### src/rtl/lsu_pkg.sv
// Shared types for the Wishbone load/store unit: access sizes, completion causes, FSM states.
package lsu_pkg;

    typedef enum logic [1:0] {
        SIZE_BYTE  = 2'd0,
        SIZE_HALF  = 2'd1,
        SIZE_WORD  = 2'd2,
        SIZE_DWORD = 2'd3
    } size_e;

    typedef enum logic [1:0] {
        CAUSE_OK         = 2'd0,
        CAUSE_MISALIGNED = 2'd1,
        CAUSE_BUS_ERR    = 2'd2,
        CAUSE_TIMEOUT    = 2'd3
    } cause_e;

    typedef enum logic [1:0] {
        ST_IDLE,
        ST_BUS,
        ST_BACKOFF,
        ST_RESP
    } state_e;

    // Byte-enable pattern of an access before it is shifted into its lane.
    function automatic logic [7:0] size_byte_mask(input logic [1:0] size);
        case (size)
            SIZE_BYTE: size_byte_mask = 8'h01;
            SIZE_HALF: size_byte_mask = 8'h03;
            SIZE_WORD: size_byte_mask = 8'h0F;
            default:   size_byte_mask = 8'hFF;
        endcase
    endfunction

endpackage

### src/rtl/lsu_lane_align.sv
// Byte-lane steering for the load/store unit: byte enables, store data placement,
// load extraction with sign/zero extension, and misalignment detection.
module lsu_lane_align
    import lsu_pkg::*;
#(
    parameter int DATA_WIDTH = 32
) (
    input  logic [1:0]                      size_i,
    input  logic                            unsigned_i,
    input  logic [$clog2(DATA_WIDTH/8)-1:0] off_i,
    input  logic [DATA_WIDTH-1:0]           wdata_i,
    input  logic [DATA_WIDTH-1:0]           rdata_raw_i,
    output logic [DATA_WIDTH/8-1:0]         sel_o,
    output logic [DATA_WIDTH-1:0]           wdata_o,
    output logic [DATA_WIDTH-1:0]           rdata_o,
    output logic                            misaligned_o
);

    localparam int SEL_W = DATA_WIDTH / 8;

    logic [DATA_WIDTH-1:0] rd_shifted;
    logic [DATA_WIDTH-1:0] rd_left;
    logic [6:0]            ext_shamt;

    always_comb begin
        misaligned_o = 1'b0;
        case (size_i)
            SIZE_BYTE: misaligned_o = 1'b0;
            SIZE_HALF: misaligned_o = off_i[0];
            SIZE_WORD: misaligned_o = |off_i[1:0];
            default:   misaligned_o = (DATA_WIDTH == 32) || (|off_i);
        endcase
    end

    assign sel_o   = SEL_W'({8'h00, size_byte_mask(size_i)} << off_i);
    assign wdata_o = wdata_i << {off_i, 3'b000};

    // Park the access in the top bits, then shift back down so the fill comes
    // from the arithmetic/logical shift rather than a per-size replication.
    always_comb begin
        ext_shamt = '0;
        case (size_i)
            SIZE_BYTE: ext_shamt = 7'(DATA_WIDTH - 8);
            SIZE_HALF: ext_shamt = 7'(DATA_WIDTH - 16);
            SIZE_WORD: ext_shamt = 7'(DATA_WIDTH - 32);
            default:   ext_shamt = '0;
        endcase
        rd_shifted = rdata_raw_i >> {off_i, 3'b000};
        rd_left    = rd_shifted << ext_shamt;
        if (unsigned_i) begin
            rdata_o = rd_left >> ext_shamt;
        end else begin
            rdata_o = DATA_WIDTH'($signed(rd_left) >>> ext_shamt);
        end
    end

endmodule

### src/rtl/wb_load_store_unit.sv
// Wishbone classic master executing one load/store per request, with err/rty handling.
// Optional bus watchdog enabled by defining LSU_BUS_TIMEOUT_EN.
module wb_load_store_unit
    import lsu_pkg::*;
#(
    parameter int DATA_WIDTH     = 32,
    parameter int ADDR_WIDTH     = 32,
    parameter int MAX_RETRY      = 3,
    parameter int TIMEOUT_CYCLES = 255
) (
    input  logic                    clk_i,
    input  logic                    rst_i,
    input  logic                    req_valid_i,
    output logic                    req_ready_o,
    input  logic                    req_we_i,
    input  logic [1:0]              req_size_i,
    input  logic                    req_unsigned_i,
    input  logic [ADDR_WIDTH-1:0]   req_addr_i,
    input  logic [DATA_WIDTH-1:0]   req_wdata_i,
    output logic                    rsp_valid_o,
    output logic [DATA_WIDTH-1:0]   rsp_rdata_o,
    output logic [1:0]              rsp_cause_o,
    input  logic [DATA_WIDTH-1:0]   dat_i,
    output logic [DATA_WIDTH-1:0]   dat_o,
    input  logic                    ack_i,
    input  logic                    err_i,
    input  logic                    rty_i,
    output logic                    stb_o,
    output logic                    cyc_o,
    output logic                    we_o,
    output logic [ADDR_WIDTH-1:0]   adr_o,
    output logic [DATA_WIDTH/8-1:0] sel_o
);

    localparam int SEL_W = DATA_WIDTH / 8;
    localparam int OFF_W = $clog2(SEL_W);
    localparam int RTY_W = $clog2(MAX_RETRY + 2);

    if (!(DATA_WIDTH == 32 || DATA_WIDTH == 64) || TIMEOUT_CYCLES < 1) begin : g_param_check
        $error("wb_load_store_unit: DATA_WIDTH must be 32 or 64 and TIMEOUT_CYCLES >= 1");
    end

    state_e                  state_q, state_d;
    logic [RTY_W-1:0]        retry_q, retry_d;
    logic                    we_q, uns_q;
    logic [1:0]              size_q;
    logic [OFF_W-1:0]        off_q;

    logic                    ready_q, rsp_valid_q, cyc_q, bus_we_q;
    cause_e                  cause_q, cause_d;
    logic [DATA_WIDTH-1:0]   rdata_q, rdata_d, dat_q;
    logic [ADDR_WIDTH-1:0]   adr_q;
    logic [SEL_W-1:0]        sel_q;

    logic                    accept, bus_load;
    logic [1:0]              al_size;
    logic                    al_uns, al_mis;
    logic [OFF_W-1:0]        al_off;
    logic [SEL_W-1:0]        al_sel;
    logic [DATA_WIDTH-1:0]   al_wdata, al_rdata;

`ifdef LSU_BUS_TIMEOUT_EN
    localparam int WD_W = $clog2(TIMEOUT_CYCLES + 1);
    logic [WD_W-1:0]         wdog_q, wdog_d;
`endif

    assign accept = req_valid_i & ready_q;

    // One aligner serves both phases: live request fields in IDLE, latched ones afterwards.
    assign al_size = (state_q == ST_IDLE) ? req_size_i               : size_q;
    assign al_uns  = (state_q == ST_IDLE) ? req_unsigned_i           : uns_q;
    assign al_off  = (state_q == ST_IDLE) ? req_addr_i[OFF_W-1:0]    : off_q;

    lsu_lane_align #(.DATA_WIDTH(DATA_WIDTH)) u_align (
        .size_i       (al_size),
        .unsigned_i   (al_uns),
        .off_i        (al_off),
        .wdata_i      (req_wdata_i),
        .rdata_raw_i  (dat_i),
        .sel_o        (al_sel),
        .wdata_o      (al_wdata),
        .rdata_o      (al_rdata),
        .misaligned_o (al_mis)
    );

    always_comb begin
        state_d  = state_q;
        retry_d  = retry_q;
        cause_d  = CAUSE_OK;
        rdata_d  = '0;
        bus_load = 1'b0;
`ifdef LSU_BUS_TIMEOUT_EN
        wdog_d   = wdog_q;
`endif
        unique case (state_q)
            ST_IDLE: begin
                if (accept) begin
                    retry_d = '0;
`ifdef LSU_BUS_TIMEOUT_EN
                    wdog_d  = '0;
`endif
                    if (al_mis) begin
                        state_d = ST_RESP;
                        cause_d = CAUSE_MISALIGNED;
                    end else begin
                        state_d  = ST_BUS;
                        bus_load = 1'b1;
                    end
                end
            end
            ST_BUS: begin
                if (err_i) begin
                    state_d = ST_RESP;
                    cause_d = CAUSE_BUS_ERR;
                end else if (ack_i) begin
                    state_d = ST_RESP;
                    if (!we_q) begin
                        rdata_d = al_rdata;
                    end
                end else if (rty_i) begin
                    if (retry_q == RTY_W'(MAX_RETRY)) begin
                        state_d = ST_RESP;
                        cause_d = CAUSE_BUS_ERR;
                    end else begin
                        state_d = ST_BACKOFF;
                        retry_d = retry_q + 1'b1;
                    end
                end
`ifdef LSU_BUS_TIMEOUT_EN
                else if (wdog_q == WD_W'(TIMEOUT_CYCLES - 1)) begin
                    state_d = ST_RESP;
                    cause_d = CAUSE_TIMEOUT;
                end else begin
                    wdog_d = wdog_q + 1'b1;
                end
`endif
            end
            ST_BACKOFF: begin
                state_d = ST_BUS;
`ifdef LSU_BUS_TIMEOUT_EN
                wdog_d  = '0;
`endif
            end
            ST_RESP: state_d = ST_IDLE;
            default: state_d = ST_IDLE;
        endcase
    end

    always_ff @(posedge clk_i or posedge rst_i) begin
        if (rst_i) begin
            state_q     <= ST_IDLE;
            retry_q     <= '0;
            we_q        <= 1'b0;
            uns_q       <= 1'b0;
            size_q      <= '0;
            off_q       <= '0;
            ready_q     <= 1'b0;
            rsp_valid_q <= 1'b0;
            cause_q     <= CAUSE_OK;
            rdata_q     <= '0;
            cyc_q       <= 1'b0;
            bus_we_q    <= 1'b0;
            adr_q       <= '0;
            sel_q       <= '0;
            dat_q       <= '0;
        end else begin
            state_q     <= state_d;
            retry_q     <= retry_d;
            ready_q     <= (state_d == ST_IDLE);
            rsp_valid_q <= (state_d == ST_RESP);
            cause_q     <= cause_d;
            rdata_q     <= rdata_d;
            cyc_q       <= (state_d == ST_BUS);
            if (accept) begin
                we_q   <= req_we_i;
                uns_q  <= req_unsigned_i;
                size_q <= req_size_i;
                off_q  <= req_addr_i[OFF_W-1:0];
            end
            // Bus fields are held through BACKOFF so a re-issue is identical.
            if (bus_load) begin
                adr_q    <= {req_addr_i[ADDR_WIDTH-1:OFF_W], {OFF_W{1'b0}}};
                sel_q    <= al_sel;
                dat_q    <= al_wdata;
                bus_we_q <= req_we_i;
            end else if (state_d == ST_RESP || state_d == ST_IDLE) begin
                adr_q    <= '0;
                sel_q    <= '0;
                dat_q    <= '0;
                bus_we_q <= 1'b0;
            end
        end
    end

`ifdef LSU_BUS_TIMEOUT_EN
    always_ff @(posedge clk_i or posedge rst_i) begin
        if (rst_i) begin
            wdog_q <= '0;
        end else begin
            wdog_q <= wdog_d;
        end
    end
`endif

    assign req_ready_o = ready_q;
    assign rsp_valid_o = rsp_valid_q;
    assign rsp_rdata_o = rdata_q;
    assign rsp_cause_o = cause_q;
    assign cyc_o       = cyc_q;
    assign stb_o       = cyc_q;
    assign we_o        = bus_we_q;
    assign adr_o       = adr_q;
    assign sel_o       = sel_q;
    assign dat_o       = dat_q;

endmodule

### config.mk
export PLATFORM = sky130hd
export DESIGN_NAME = wb_load_store_unit
export DESIGN_NICKNAME = d
export VERILOG_FILES = /design/src/rtl/lsu_pkg.sv /design/src/rtl/lsu_lane_align.sv /design/src/rtl/wb_load_store_unit.sv
export SDC_FILE = /design/constraint.sdc
export NUM_CORES = 1
export LEC_CHECK = 0
export CAP_MARGIN = 20
export CELL_PAD_IN_SITES_DETAIL_PLACEMENT = 0
export CELL_PAD_IN_SITES_GLOBAL_PLACEMENT = 1
export CORE_UTILIZATION = 31
export CTS_CLUSTER_SIZE = 12
export DETAILED_ROUTE_END_ITERATION = 8
export GPL_ROUTABILITY_DRIVEN = 1
export PLACE_DENSITY_LB_ADDON = 0.12
export SLEW_MARGIN = 20
export SYNTH_ARGS = -nofsm -noshare
export SYNTH_HDL_FRONTEND = slang
export SYNTH_HIERARCHICAL = 1
export SYNTH_SLANG_ARGS = --single-unit
### constraint.sdc
create_clock -name clk_i -period 3.6 [get_ports clk_i]
set_input_delay 0.36 -clock clk_i [delete_from_list [all_inputs] [get_ports clk_i]]
set_output_delay 0.36 -clock clk_i [all_outputs]
set_load 0.005 [all_outputs]
==> flow_summary.yaml <==
run_status:
  status: "finished clean"
clock_tree:
  h-tree-depth: 4
  clock_latency_ns: 0.41
  clockBufferDepth: 2
  cts_buffers: 17
  ctsRootBufferMaster: "clkbuf_16"
  cts_tree: "yes"
  post_cts_buffers: 0
  clk_pin_slew_worst_paths_ns: 0.06
  cts_sinks: 115
layout:
  n_antenna_cell: 0
  nets: 858
  fill_cells: 1766
  design_area_mm2: 0.009034
  final_layout_size_suffix_gt1_share_pct: 15.66
  utilization_pct: 47.66
  area_growth_pct: 48.87
place:
  post-dp-hpwl_mm: 12.03
  gp_congestion: 0.7941
  placed_area_mm2: 0.008406
  numPortBuffers: 210
global_routing:
  grt_pass1_wl_mm: 27.13
  overflow: 0
  grt_use_total_pct: 17.80
  antenna_found_initial: 0
  grt_pass1_vias: 4833
  grt_max_degree: 70
die:
  start_util_pct: 32.01
  rows: 50
  pin_count: 213
  coreArea_mm2: 0.01896
  die_width_um: 141.9
  dieHeight_um: 141.9
  dieArea_mm2: 0.02014
sta:
  setup-violations-final: 0
  max_slew_margin_pct: 37.77
  fmax_mhz: 309.5
  post-route-period-util_pct: 89.74
  grt_setup_unrepaired: "no"
  finalMaxSlewViolations: 0
  period_needed_ns: 3.231
  finalHoldViolCount: 0
  final.setup.tns_ns: 0
  worst_pin_slew_ns: 0.9334
  finalClockSkew_ns: 0.007167
synth:
  yosys.area.top_type_share_pct: 47.42
  yosysUniqueCellTypes: 38
  netlist_area_mm2: 0.006068
  yosysSeqAreaShare_pct: 47.42
  postSynthAreaPerCell_um2: 11.11
  synth_cells: 546
  synthTopCellsByArea: "dfrtp_1 (47%), mux2_2 (9.1%), nor2b_1 (7.6%), mux2i_1 (5.8%), and2_1 (4.7%)"
  yosysWarnings: 6
  yosys_register_bits: 115
  yosysTopAreaCell: "dfrtp_1"
power_and_ir_drop:
  p_per_area_mw_per_mm2: 741.0
  finalPower_uw: 6694
  peakVddDrop_mv: 0.5726
  p_leak_uw: 0.004054
setup_path:
  worstPathRequired_ns: 3.89
  critPathKind: "flip-flop to flip-flop"
  cp-end-kind: "flip-flop"
  crit_path_max_fanout: 43
  start_kind: "flip-flop"
  arrival_ns: 3.52
route:
  routed_wirelength_mm: 17.16
  detail-route-antenna-nets: 0
  wire_per_inst_um: 16.82
  vias: 4654
  viasPerCell: 4.563
  drc: 0
  drt_iter0_markers: 172
  first_pass_iters: 4
min_path:
  min_path_type: "flip-flop to flip-flop"
run:
  maxCapViolCount: 0
[worst paths after layout]
check,from,endpoint,slack [ns],cells past startpoint
min in group asynchronous,rst_i,adr_o[29]$_DFFE_PP0P_,0.51,2
worst max register to register,state_q[0]$_DFF_PP0_,dat_o[29]$_DFFE_PP0P_,0.37,12
max in group asynchronous,rst_i,adr_o[4]$_DFFE_PP0P_,2.32,3
worst min-delay path,off_q[1]$_DFFE_PP0P_,off_q[1]$_DFFE_PP0P_,0.50,1
worst min register to register,off_q[1]$_DFFE_PP0P_,off_q[1]$_DFFE_PP0P_,0.50,1
worst max-delay path,state_q[0]$_DFF_PP0_,dat_o[29]$_DFFE_PP0P_,0.37,12
[cells in the final DEF, fill, tap and decap left out, drive strengths merged]
master and n:
clkdlybuf4s50 210, dfrtp 115, mux2 79, nor2b 74, and2 46, mux2i 35
nand2 28, a21oi 25, o21ai 24, nor2 20, clkbuf 19, a211oi 15
buf 11, and2b 9, inv 8, clkinv 7, nand2b 5, ha 5
bufinv 4, nor3 3, o21bai 3, o22ai 2, conb 2, nor4 2
nand4bb 1, nor4b 1, a31oi 1, clkinvlp 1, a2bb2oi 1, nand3b 1
o22a 1, a211o 1, or2b 1
[metal layers]
| metal | GRT usage, % | wire length, µm |
|---|---|---|
| met3 | 5.501 | 1125 |
| met4 | 4.810 | 153 |
| met2 | 28.18 | 8136 |
| met5 | 0 | 0 |
| met1 | 23.43 | 7745 |
[cell type report]
class                      count  area (µm²)  share of cell area, %
clock inverter                13       182.7                  2.022
timing repair buffer         221        2222                  24.60
sequential                   115        2878                  31.86
tap                          260       325.3                  3.601
inverter                       7       28.78                 0.3186
multi-input combinational    385        2954                  32.70
clock buffer                  19       442.9                  4.903
[cell families after synthesis]
group           after synthesis  synth area share, %
compound gates               73                7.381
flops                       115                47.42
simple gates                191                18.82
mux                         114                20.99
buf+inv                      47                4.289
other cells                   1              0.06180
fa+ha+maj                     5                1.031
[sequential cells by signal, summed over array words and instances, names as in the netlist, 3 cells and up]
| name | count |
|---|---|
| retry_q | 3 |
| rsp_rdata_o | 32 |
| adr_o | 30 |
| sel_o | 4 |
| dat_o | 32 |
[report_power, final]
| part | internal, µW | switching (µW) |
|---|---|---|
| clock | 1180 | 607 |
| combinational | 1520 | 1660 |
| sequential | 1580 | 152 |
[cells in the mapped netlist (all sizes together)]
master     n
nand3b     1
a2bb2oi    1
o22ai      2
clkbuf    17
nor4b      1
o22a       1
and2      46
and2b      9
nor2      20
nor3       3
a21oi     25
inv        7
or2b       1
a211o      1
o21ai     24
nor4       2
o21bai     3
dfrtp    115
ha         5
buf       23
nor2b     74
a211oi    15
nand2b     5
a31oi      1
mux2i     35
mux2      79
conb       1
nand2     28
nand4bb    1
[metrics by stage]
step	setup slack, ns	cells	hold slack [ns]
final	0.3693	1020	0.4970
after detailed placement	0.2311	988	0.4901
after floorplan	0.1004	547	0.4516
after CTS	0.2230	1020	0.5020
after global placement	0.3298	988	0.4679
after global routing	0.09394	1020	0.5145
[timing repair]
| item | CTS | global route |
|---|---|---|
| hold endpoints to repair | 0 | 0 |
| resized for setup | 0 | 1 |
| hold buffers | 0 | 0 |
| setup endpoints to repair | 0 | 14 |
[worst max-delay path: stages (launching register included)]
cell and delay, ns:
dfrtp_1 0.41, nor2_2 0.26, mux2_2 0.32, a21oi_1 0.12, nor2_1 0.24, inv_1 0.10, o22ai_1 0.27, inv_1 0.11
ha_2 0.51, buf_12 0.27, buf_4 0.19, nor2b_1 0.05, mux2_2 0.25
Note: power is estimated with default switching activity, not from simulation.
